File: src/rtl/updi_rsp_parser_pkg.sv
`timescale 1ns/1ps
`default_nettype none
// +-------------------------------------------------------------------------+
// | updi_pkg: shared UPDI frame layout, ACK value, error indices, FSM type.  |
// | Rev 1.0                                                                  |
// +-------------------------------------------------------------------------+
package updi_pkg;

  typedef enum logic [2:0] {
    ST_IDLE    = 3'd0,
    ST_WAIT_RX = 3'd1,
    ST_READ    = 3'd2,
    ST_LATCH   = 3'd3,
    ST_CHECK   = 3'd4,
    ST_OUT     = 3'd5,
    ST_FINISH  = 3'd6
  } state_e;

  localparam int FRAME_W   = 12;
  localparam int DATA_W    = 8;
  localparam int START_BIT = 0;
  localparam int DATA_LSB  = 1;
  localparam int PAR_BIT   = 9;
  localparam int STOP_MSB  = 11;

  localparam logic [7:0] ACK_BYTE = 8'h40;

  localparam int ERR_PAR = 0;
  localparam int ERR_FRM = 1;
  localparam int ERR_TMO = 2;

  // Parity bit makes the total count of ones over data + parity even.
  function automatic logic even_parity(input logic [DATA_W-1:0] d);
    return ^d;
  endfunction

endpackage
`default_nettype wire

File: src/rtl/updi_rsp_parser_if.sv
`timescale 1ns/1ps
`default_nettype none
// +-------------------------------------------------------------------------+
// | updi_rsp_parser_if: BUFF_MEM read port plus byte stream towards APP.     |
// | Rev 1.0                                                                  |
// +-------------------------------------------------------------------------+
interface updi_rsp_parser_if;
  logic        o_csb;
  logic        o_web;
  logic [6:0]  o_addr;
  logic [11:0] i_mem_data;
  logic [7:0]  o_data;
  logic        o_valid;
  logic        i_ready;

  modport master (
    output o_csb, o_web, o_addr, o_data, o_valid,
    input  i_mem_data, i_ready
  );

  modport slave (
    input  o_csb, o_web, o_addr, o_data, o_valid,
    output i_mem_data, i_ready
  );
endinterface
`default_nettype wire

File: src/rtl/updi_frame_check.sv
`timescale 1ns/1ps
`default_nettype none
// +-------------------------------------------------------------------------+
// | updi_frame_check: splits a 12-bit UART frame word, flags parity/framing. |
// | Rev 1.0                                                                  |
// +-------------------------------------------------------------------------+
module updi_frame_check
  import updi_pkg::*;
(
  input  wire logic [FRAME_W-1:0] i_word,
  output logic      [DATA_W-1:0]  o_data,
  output logic                    o_par_err,
  output logic                    o_frm_err
);

  assign o_data    = i_word[DATA_LSB +: DATA_W];
  assign o_par_err = even_parity(o_data) != i_word[PAR_BIT];
  assign o_frm_err = i_word[START_BIT] | ~(&i_word[STOP_MSB -: 2]);

endmodule
`default_nettype wire

File: src/rtl/updi_rsp_parser.sv
`timescale 1ns/1ps
`default_nettype none
// +-------------------------------------------------------------------------+
// | updi_rsp_parser: reads received frames from BUFF_MEM, checks them and    |
// | streams data bytes to APP. Rev 1.0                                       |
// +-------------------------------------------------------------------------+
module updi_rsp_parser
  import updi_pkg::*;
#(
  parameter logic [6:0] RX_BASE     = 7'd64,
  parameter int         MAX_LEN     = 16,
  parameter int         TIMEOUT_CYC = 65535,
  parameter logic [7:0] ACK_BYTE    = updi_pkg::ACK_BYTE
) (
  input  wire logic             i_clk,
  input  wire logic             i_resetn,
  input  wire logic             i_start,
  input  wire logic [4:0]       i_len,
  input  wire logic             i_ack_mode,
  output logic                  o_ren,
  input  wire logic             i_rend,
  updi_rsp_parser_if.master     bus,
  output logic                  o_done,
  output logic                  o_ack_ok,
  output logic [2:0]            o_err
);

  localparam int         TW        = $clog2(TIMEOUT_CYC + 1);
  localparam logic [TW-1:0] TMO_LAST = TW'(TIMEOUT_CYC - 1);
  localparam logic [5:0] MAX_LEN_W = 6'(MAX_LEN);

  state_e        state_q, state_d;
  logic [4:0]    len_q, len_d;
  logic [4:0]    cnt_q, cnt_d;
  logic [4:0]    cnt_inc;
  logic [TW-1:0] tmo_q, tmo_d;
  logic          ack_mode_q, ack_mode_d;
  logic [7:0]    byte_q, byte_d;
  logic          par_q, par_d;
  logic          frm_q, frm_d;
  logic          ren_q, ren_d;
  logic          csb_q, csb_d;
  logic [6:0]    addr_q, addr_d;
  logic [7:0]    data_q, data_d;
  logic          valid_q, valid_d;
  logic          done_q, done_d;
  logic          ack_ok_q, ack_ok_d;
  logic [2:0]    err_q, err_d;

  logic [7:0]    w_byte;
  logic          w_par_err;
  logic          w_frm_err;

  updi_frame_check u_frame_check (
    .i_word    (bus.i_mem_data),
    .o_data    (w_byte),
    .o_par_err (w_par_err),
    .o_frm_err (w_frm_err)
  );

  assign cnt_inc = cnt_q + 5'd1;

  // All outputs are registered: each is set on the transition into the
  // state where it must be visible.
  always_comb begin
    state_d    = state_q;
    len_d      = len_q;
    cnt_d      = cnt_q;
    tmo_d      = tmo_q;
    ack_mode_d = ack_mode_q;
    byte_d     = byte_q;
    par_d      = par_q;
    frm_d      = frm_q;
    ren_d      = ren_q;
    csb_d      = csb_q;
    addr_d     = addr_q;
    data_d     = data_q;
    valid_d    = valid_q;
    done_d     = 1'b0;
    ack_ok_d   = ack_ok_q;
    err_d      = err_q;

    case (state_q)
      ST_IDLE: begin
        if (i_start) begin
          len_d      = (i_len == 5'd0 || {1'b0, i_len} > MAX_LEN_W) ? 5'd1 : i_len;
          ack_mode_d = i_ack_mode;
          err_d      = 3'b000;
          ack_ok_d   = 1'b0;
          cnt_d      = 5'd0;
          tmo_d      = '0;
          ren_d      = 1'b1;
          state_d    = ST_WAIT_RX;
        end
      end
      ST_WAIT_RX: begin
        if (i_rend) begin
          ren_d   = 1'b0;
          csb_d   = 1'b0;
          addr_d  = RX_BASE + 7'(cnt_q);
          state_d = ST_READ;
        end else if (tmo_q == TMO_LAST) begin
          ren_d          = 1'b0;
          err_d[ERR_TMO] = 1'b1;
          done_d         = 1'b1;
          state_d        = ST_FINISH;
        end else begin
          tmo_d = tmo_q + 1'b1;
        end
      end
      ST_READ: begin
        csb_d   = 1'b1;
        state_d = ST_LATCH;
      end
      ST_LATCH: begin
        byte_d  = w_byte;
        par_d   = w_par_err;
        frm_d   = w_frm_err;
        state_d = ST_CHECK;
      end
      ST_CHECK: begin
        err_d[ERR_PAR] = err_q[ERR_PAR] | par_q;
        err_d[ERR_FRM] = err_q[ERR_FRM] | frm_q;
        if (ack_mode_q) begin
          // The ACK byte is consumed here and never streamed.
          ack_ok_d = (byte_q == ACK_BYTE) && !par_q && !frm_q;
          done_d   = 1'b1;
          state_d  = ST_FINISH;
        end else begin
          data_d  = byte_q;
          valid_d = 1'b1;
          state_d = ST_OUT;
        end
      end
      ST_OUT: begin
        if (bus.i_ready) begin
          valid_d = 1'b0;
          cnt_d   = cnt_inc;
          if (cnt_inc == len_q) begin
            done_d  = 1'b1;
            state_d = ST_FINISH;
          end else begin
            csb_d   = 1'b0;
            addr_d  = RX_BASE + 7'(cnt_inc);
            state_d = ST_READ;
          end
        end
      end
      ST_FINISH: state_d = ST_IDLE;
      default:   state_d = ST_IDLE;
    endcase
  end

  always_ff @(posedge i_clk or negedge i_resetn) begin
    if (!i_resetn) begin
      state_q    <= ST_IDLE;
      len_q      <= 5'd1;
      cnt_q      <= 5'd0;
      tmo_q      <= '0;
      ack_mode_q <= 1'b0;
      byte_q     <= 8'd0;
      par_q      <= 1'b0;
      frm_q      <= 1'b0;
      ren_q      <= 1'b0;
      csb_q      <= 1'b1;
      addr_q     <= RX_BASE;
      data_q     <= 8'd0;
      valid_q    <= 1'b0;
      done_q     <= 1'b0;
      ack_ok_q   <= 1'b0;
      err_q      <= 3'b000;
    end else begin
      state_q    <= state_d;
      len_q      <= len_d;
      cnt_q      <= cnt_d;
      tmo_q      <= tmo_d;
      ack_mode_q <= ack_mode_d;
      byte_q     <= byte_d;
      par_q      <= par_d;
      frm_q      <= frm_d;
      ren_q      <= ren_d;
      csb_q      <= csb_d;
      addr_q     <= addr_d;
      data_q     <= data_d;
      valid_q    <= valid_d;
      done_q     <= done_d;
      ack_ok_q   <= ack_ok_d;
      err_q      <= err_d;
    end
  end

  assign o_ren       = ren_q;
  assign bus.o_csb   = csb_q;
  assign bus.o_web   = 1'b1;
  assign bus.o_addr  = addr_q;
  assign bus.o_data  = data_q;
  assign bus.o_valid = valid_q;
  assign o_done      = done_q;
  assign o_ack_ok    = ack_ok_q;
  assign o_err       = err_q;

endmodule
`default_nettype wire
File: src/flat_wrapper.sv
// flat-port wrapper written by rule: the top's interface ports become plain ports
module updi_rsp_parser_flat import updi_pkg::*;
#(
  parameter logic [6:0] RX_BASE     = 7'd64,
  parameter int         MAX_LEN     = 16,
  parameter int         TIMEOUT_CYC = 65535,
  parameter logic [7:0] ACK_BYTE    = updi_pkg::ACK_BYTE
)
  (i_clk, i_resetn, i_start, i_len, i_ack_mode, o_ren, i_rend, o_done, o_ack_ok, o_err, bus_o_csb, bus_o_web, bus_o_addr, bus_o_data, bus_o_valid, bus_i_mem_data, bus_i_ready);
  updi_rsp_parser_if bus_i ();
  input  wire logic i_clk;
  input  wire logic i_resetn;
  input  wire logic i_start;
  input  wire logic [4:0] i_len;
  input  wire logic i_ack_mode;
  output logic o_ren;
  input  wire logic i_rend;
  output logic o_done;
  output logic o_ack_ok;
  output logic [2:0] o_err;
  output wire logic [$bits(bus_i.o_csb)-1:0] bus_o_csb;
  output wire logic [$bits(bus_i.o_web)-1:0] bus_o_web;
  output wire logic [$bits(bus_i.o_addr)-1:0] bus_o_addr;
  output wire logic [$bits(bus_i.o_data)-1:0] bus_o_data;
  output wire logic [$bits(bus_i.o_valid)-1:0] bus_o_valid;
  input wire logic [$bits(bus_i.i_mem_data)-1:0] bus_i_mem_data;
  input wire logic [$bits(bus_i.i_ready)-1:0] bus_i_ready;
  assign bus_o_csb = bus_i.o_csb;
  assign bus_o_web = bus_i.o_web;
  assign bus_o_addr = bus_i.o_addr;
  assign bus_o_data = bus_i.o_data;
  assign bus_o_valid = bus_i.o_valid;
  assign bus_i.i_mem_data = bus_i_mem_data;
  assign bus_i.i_ready = bus_i_ready;
  updi_rsp_parser #(.RX_BASE(RX_BASE), .MAX_LEN(MAX_LEN), .TIMEOUT_CYC(TIMEOUT_CYC), .ACK_BYTE(ACK_BYTE)) u_core (.i_clk(i_clk), .i_resetn(i_resetn), .i_start(i_start), .i_len(i_len), .i_ack_mode(i_ack_mode), .o_ren(o_ren), .i_rend(i_rend), .bus(bus_i), .o_done(o_done), .o_ack_ok(o_ack_ok), .o_err(o_err));
endmodule
File: config.mk
export PLATFORM = sky130hd
export DESIGN_NAME = updi_rsp_parser_flat
export DESIGN_NICKNAME = d
export VERILOG_FILES = /design/src/rtl/updi_rsp_parser_pkg.sv /design/src/rtl/updi_rsp_parser_if.sv /design/src/rtl/updi_frame_check.sv /design/src/rtl/updi_rsp_parser.sv /design/src/flat_wrapper.sv
export SDC_FILE = /design/constraint.sdc
export NUM_CORES = 1
export LEC_CHECK = 0
export CAP_MARGIN = 10
export CORE_ASPECT_RATIO = 0.7
export CORE_MARGIN = 5
export CORE_UTILIZATION = 40
export CTS_CLUSTER_SIZE = 40
export DETAILED_ROUTE_END_ITERATION = 10
export GPL_TIMING_DRIVEN = 0
export HOLD_SLACK_MARGIN = 0.06
export PLACE_DENSITY = 0.66
export SETUP_SLACK_MARGIN = 0.5
export SYNTH_ARGS = -nofsm -noshare
export SYNTH_HDL_FRONTEND = slang
export SYNTH_SLANG_ARGS = --single-unit
File: constraint.sdc
create_clock -name i_clk -period 5.98 [get_ports i_clk]
set_clock_uncertainty 0.15 [all_clocks]
set_input_delay 0.598 -clock i_clk [delete_from_list [all_inputs] [get_ports i_clk]]
set_output_delay 0.598 -clock i_clk [all_outputs]
set_load 0.05 [all_outputs]
==> key figures, run 1 <==
Detailed routing
  • DR DRC count: 0
  • Vias: roughly 2400
  • Vias per cell: roughly 5.0
  • DRT iter0 DRCs: 145
  • DRT Wirelength: a little under 7 mm
  • Wire per inst: 14.64 um
  • DRT Pass-1 Iters: 4
  • Final ANT Viol Nets: 0

STA
  • RSZ-0062 raised after global routing: no
  • Fin crit share: around two fifths
  • Fin. Hold Viols: 0
  • Upper clock frequency limit: 416.4 MHz
  • Slew Viols, Final: 0
  • Fin crit period: about 2.4 ns
  • Relative slew slack: around half
  • Slew @ Worst Pin: slightly below 0.8 ns
  • Setup violators final: 0
  • TNS Setup: 0 ns

Logic synthesis
  • Syn. warnings: 0
  • Async SR Flop Fraction: 100.0%
  • Mapped Area: roughly 0.0032 mm^2
  • Dominant register cell in the synthesized netlist: dfrtp_1
  • Netlist cell types: 51
  • Post-synth EDFFs: 0
  • Synth Area per Inst: just over 10 um^2
  • Synthesized instance count: 311
  • Flops & latches, synth: between 60 and 70
  • Register area share after synthesis: a little under half

Clocking
  • CTS tree: built
  • Clk slew on worst S/H paths: 0.05 ns
  • CTS sink count: 61
  • Worst-Skew Late Latency: 0.33 ns
  • Resize count post-CTS: 0
  • Clock Tree Root: clkbuf_16
  • Hold bufs inserted after CTS: 0
  • Setup Buffers After CTS: 0
  • H-Tree Depth: 3
  • CTS Buffer Depth: 2
  • Inserted Clock Buffers: 9

Cells and area
  • P&R area growth vs syn: 27.49%
  • Nets: around 400
  • Fin util: between 50 and 60%
  • Layout cell share with drive strength beyond 1: about 18%
  • Fill cell count: around 700
  • ANT cells: 0

Critical path
  • Critical-path top delay cell: clkdlybuf4s50_1
  • Setup crit start kind: register
  • Buf/Inv on CP: 1
  • CP Cell Sequence: clkdlybuf4s50_1
  • Crit-path leading delay family: buffers and inverters
  • Setup Crit Path Kind: register to primary output
  • CP required: roughly 5.2 ns
  • Crit end category: primary output
  • Max incr delay on CP: 0.79 ns
  • Arrival time worst endpoint: 1.65 ns
  • CP max FO: 2

GRT
  • Vias in the first global route: between 2000 and 2500
  • Largest net degree at the start of global routing: 62
  • First-pass GRT wire length: approximately 12 mm
  • Total GRT Usage: between 10% and 20%
  • Initial antenna violation count: 0
  • Total gr overflow: 0

Min path
  • Hold Path Class: input pin to async pin

Placement
  • Final HPWL DP: about 5 mm
  • PortBufs: 43
  • GPL Wtd Cong: around 0.85

Outcome
  • Status: completed

Pwr
  • Clk pwr share: between 20% and 30%
  • Peak supply drop: ~0.29 mV
  • PD cells: about 500 mW/mm^2
  • Leakage power: approximately 0.0017 uW
  • Internal: between 1000 and 1500 uW
  • Seq pwr share: between 30% and 40%
  • Switch Pwr: ~790 uW
  • Combinational share of power: 40.1%
  • Sw frac: between 30% and 40%

Floorplanning
  • Num rows: 27
  • I/O pins: between 40 and 50
  • Core Footprint: 0.007838 mm^2
  • Die Span X: 117.1 um
  • Starting Density: between 40% and 50%
  • Die area: between 0.009 and 0.01 mm^2
  • Die height: about 85 um

Job
  • Max cap viols: 0
[cells by family (layout without fill, tap and decap cells)]
family | count (synthesis) | in the layout | share of synthesized area [%]
flip-flops | 61 | 61 | 47.59
multiplexers | 24 | 24 | 8.295
AND/OR/NAND/NOR | 107 | 107 | 17.10
adder cells (fa/ha/maj) | 5 | 5 | 1.947
XOR/XNOR | 30 | 30 | 8.178
buffers and inverters | 25 | 84 | 3.777
AO/OA/AOI/OAI | 57 | 57 | 12.89
other | 2 | 3 | 0.2337
[per-stage QoR]
step,hold slack [ns],std cells,setup slack (ns),instance area (um^2),total power (uW)
after CTS,0.2331,472,3.559,4096,2067
after global routing,0.2758,472,3.532,4096,2174
after global placement,0.3191,456,2.113,3774,1479
after floorplan,0.1524,312,4.068,3217,1242
after detailed placement,0.3258,456,3.350,3771,1491
final,0.1851,472,3.578,4096,2048
[cell usage in the layout (no fill, tap or decap), types with 9 or more instances in the layout]
cell / synthesis / layout
buf_2: 10 / 10
o21ai_0: 11 / 11
dfrtp_1: 59 / 59
mux2_2: 21 / 21
clkdlybuf4s50_1: 0 / 42
a21oi_1: 14 / 14
nand2_1: 36 / 36
xnor2_1: 25 / 25
clkbuf_16: 0 / 9
nor2_1: 28 / 28
[per-layer routing]
metal / global-route usage [%] / routed length [um] / vias to the layer above
li1: - / - / 1191
met1: 21.60 / 3484 / 1124
met5: 0 / 0 / -
met2: 20.81 / 2874 / 50
met4: 3.750 / 53 / 0
met3: 6.486 / 499 / 8
[power by group through the flow]
stage               registers (uW)  logic, uW  clock network (uW)
global placement               668        812                   0
floorplan                      840        402                   0
finish                         663        821                 563
global route                   685        895                 593
CTS                            665        829                 573
detailed placement             670        822                   0
[path summary, 6_finish.rpt]
kind	from	endpoint	slack, ns	cells after the start
max	u_core.bus.o_csb	bus_o_csb	3.58	1
min	i_resetn	u_core.tmo_q[10]	0.19	1
max reg2reg	u_core.state_q[1]	u_core.len_q[2]	3.80	4
min reg2reg	u_core.bus.o_valid	u_core.bus.o_valid	0.33	1
max in group asynchronous	i_resetn	u_core.bus.o_data[1]	4.97	1
min in group i_clk	u_core.bus.o_valid	u_core.bus.o_valid	0.33	1
[Yosys cell counts (all sizes together) (2+ instances only)]
master | instances | area, um^2
mux2i | 3 | 30.03
nor4b | 2 | 32.53
a21oi | 15 | 78.83
nand3b | 5 | 37.54
conb | 2 | 7.510
inv | 8 | 30.03
a211oi | 8 | 70.06
a31oi | 2 | 12.51
ha | 5 | 62.56
and3 | 3 | 18.77
clkbuf | 3 | 11.26
buf | 14 | 80.08
nand2 | 36 | 135.1
o2111ai | 4 | 52.56
o21ai | 13 | 68.81
xnor2 | 25 | 219.0
nor2 | 29 | 111.4
nor3 | 4 | 20.02
dfstp | 2 | 52.55
nand3 | 7 | 35.03
a21o | 2 | 15.01
xor2 | 5 | 43.79
o211ai | 5 | 37.54
nand2b | 2 | 12.51
nor3b | 4 | 41.29
mux2 | 21 | 236.5
and2 | 2 | 12.51
nor2b | 7 | 43.79
and4 | 2 | 17.52
dfrtp | 59 | 1476
[sequential cells by signal, indices dropped and copies added, names as in the netlist, 3 cells and up]
register and flops:
u_core.tmo_q 16, u_core.state_q 3, u_core.o_err 3, u_core.byte_q 8, u_core.len_q 5, u_core.cnt_q 5, u_core.bus.o_addr 5, u_core.bus.o_data 8
[final cells by class]
class / count / area, um^2 / share of cell area, %
flip-flops and latches: 61 / 1529 / 37.32
multi-input cells: 226 / 1567 / 38.24
repair buffers: 43 / 427.9 / 10.45
well taps: 101 / 126.4 / 3.085
clock buffers: 10 / 239.0 / 5.834
clock inverters: 6 / 86.33 / 2.108
plain buffers: 17 / 91.34 / 2.230
inverters: 8 / 30.03 / 0.7330
Power figures use the tool's default switching activity.
==> inputs of run 2 (changes only) <==
==> constraint.sdc (replaced) <==
create_clock -name i_clk -period 2.3 [get_ports i_clk]
set_clock_uncertainty 0.15 [all_clocks]
set_input_delay 0.23 -clock i_clk [delete_from_list [all_inputs] [get_ports i_clk]]
set_output_delay 0.23 -clock i_clk [all_outputs]
set_load 0.05 [all_outputs]
==> key figures, run 2 (synthesized netlist as in run 1, its figures left out) <==
Outcome
  • Status: completed

Cells and area
  • Max FFs per register: 16
  • Largest Register: u_core.tmo_q
  • Nets: ~440
  • Commonest cells after routing, fill and taps aside: 54 x dfrtp_1, 33 x buf_4, 33 x nand2_1, 24 x nor2_1, 22 x xnor2_1
  • P&R area growth vs syn: 50.58%
  • Layout cell share with drive strength beyond 1: 36.89%
  • ANT cells: 0
  • Leading cell type in the layout, fill and taps excluded: dfrtp_1
  • Finished Layout Cells: roughly 510
  • Final instance area: between 0.004 and 0.005 mm^2

Clocking
  • CTS sink count: 61
  • CTS tree: built
  • Clock Tree Root: clkbuf_16
  • H-Tree Depth: 3
  • CTS Buffer Depth: 2
  • Inserted Clock Buffers: 9
  • Clk slew on worst S/H paths: around 0.06 ns
  • Worst-Skew Late Latency: between 0.3 and 0.4 ns

Floorplanning
  • I/O pins: between 40 and 50
  • Die Span X: about 120 um
  • Num rows: 27
  • Die area: roughly 0.010 mm^2
  • Die height: 84.99 um
  • Starting Density: 41.00%
  • Core Footprint: a little under 0.008 mm^2

Placement
  • PortBufs: 43
  • GPL Wtd Cong: 0.8361
  • Placement Cell Area: approximately 0.0038 mm^2
  • Inst Count DP: ~460
  • Dpl ws: approximately 0.040 ns
  • Final HPWL DP: approximately 5 mm

Critical path
  • Buf/Inv on CP: 2
  • Critical-path top delay cell: dfrtp_2
  • Crit end category: register
  • Setup Crit Path Kind: register to register
  • Setup crit start kind: register
  • CP required: ~2.4 ns
  • Max incr delay on CP: roughly 0.44 ns
  • R2R Setup Slk: between 0.3 and 0.4 ns
  • CP max FO: 5
  • Arrival time worst endpoint: approximately 2 ns
  • CP Cell Sequence: or3b_4 -> nor3b_4 -> buf_6 -> buf_4 -> nand2_4 -> o221ai_2
  • Crit-path leading delay family: simple AND/OR/NAND/NOR gates

STA
  • Fin. Hold Viols: 0
  • Slew Viols, Final: 0
  • Relative slew slack: between 50% and 60%
  • Fin crit share: 84.93%
  • RSZ-0062 raised after global routing: yes
  • Setup violators final: 0
  • Upper clock frequency limit: approximately 510 MHz
  • Fin worst setup slack: between 0.3 and 0.4 ns
  • Slew @ Worst Pin: ~0.62 ns
  • Fin crit period: around 2.0 ns

GRT
  • Total GRT Usage: between 10% and 20%
  • First-pass GRT wire length: approximately 13 mm
  • Initial antenna violation count: 0
  • Total gr overflow: 0
  • Largest net degree at the start of global routing: 37
  • Vias in the first global route: ~2700

Detailed routing
  • Vias: roughly 2700
  • DRT Pass-1 Iters: 4
  • DRT iter0 DRCs: about 150
  • Final ANT Viol Nets: 0
  • Vias per cell: between 5 and 6
  • DR DRC count: 0
  • Wire per inst: 16.81 um
  • DRT Wirelength: approximately 8.6 mm

Pwr
  • Total power: between 6000 and 7000 uW
  • PD cells: ~1300 mW/mm^2
  • Leakage power: approximately 0.0022 uW
  • Peak supply drop: between 0.6 and 0.7 mV

Job
  • Max cap viols: 0

Min path
  • Hold Path Class: input pin to register
==> run 2: changes by cell type in the layout (fill, tap and decap cells not counted), sizes merged, moves of 2 or more <==
cell and change:
buf +39, clkdlybuf4s50 -23, clkinv -2, dlygate4sd2 +21
dlymetal6s2s +2, inv +4
==> run 2: report_power, final <==
part,switching [uW],leakage [uW],internal [uW]
registers,307,0.000779,1460
clock network,535,0.000161,965
logic,1630,0.00121,1340
total,2470,0.00215,3760
==> run 2: layer usage <==
layer	global-route usage, %	share of wire, %	vias up
met5	0	0	-
met4	3.854	1.5	0
met3	5.132	5.2	14
met2	26.23	47	69
met1	23.45	46	1320
li1	-	-	1274
==> run 2: area by class of cell <==
class,instances,area [um^2]
Fill cell,620,2999
Sequential cell,61,1535
Clock buffer,9,225.2
Clock inverter,7,103.9
Timing Repair Buffer,84,782.0
Buffer,17,147.6
Multi-Input combinational cell,226,1888
Tap cell,101,126.4
Inverter,8,30.03
==> run 2: worst paths after layout <==
| path | start | to | depth (start not counted) |
|---|---|---|---|
| worst max-delay path | u_core.state_q[1] | u_core.o_done | 6 |
| worst min-delay path | i_rend | u_core.o_err[2] | 2 |
| worst max register to register | u_core.state_q[1] | u_core.o_done | 6 |
| worst min register to register | u_core.bus.o_valid | u_core.bus.o_valid | 1 |
| max in group asynchronous | i_resetn | u_core.len_q[0] | 3 |
| min in group asynchronous | i_resetn | u_core.byte_q[5] | 2 |
==> run 2: what timing repair did <==
action | CTS | global route
pin swaps | 17 | 22
resized for setup | 70 | 58
setup buffers | 25 | 11
gates cloned | 2 | 1
hold endpoints to repair | 25 | 0
hold buffers | 1 | 0
setup endpoints to repair | 75 | 43
==> run 2: through the flow <==
step                      utilization [%]  TNS, ns  hold slack, ns
final                               61.73        0          0.2128
after global routing                61.73        0          0.2093
after CTS                           57.52        0          0.3095
after detailed placement            48.68        0          0.1424
after global placement              48.48   -69.81          0.3187
after floorplan                         -        0         -0.2156
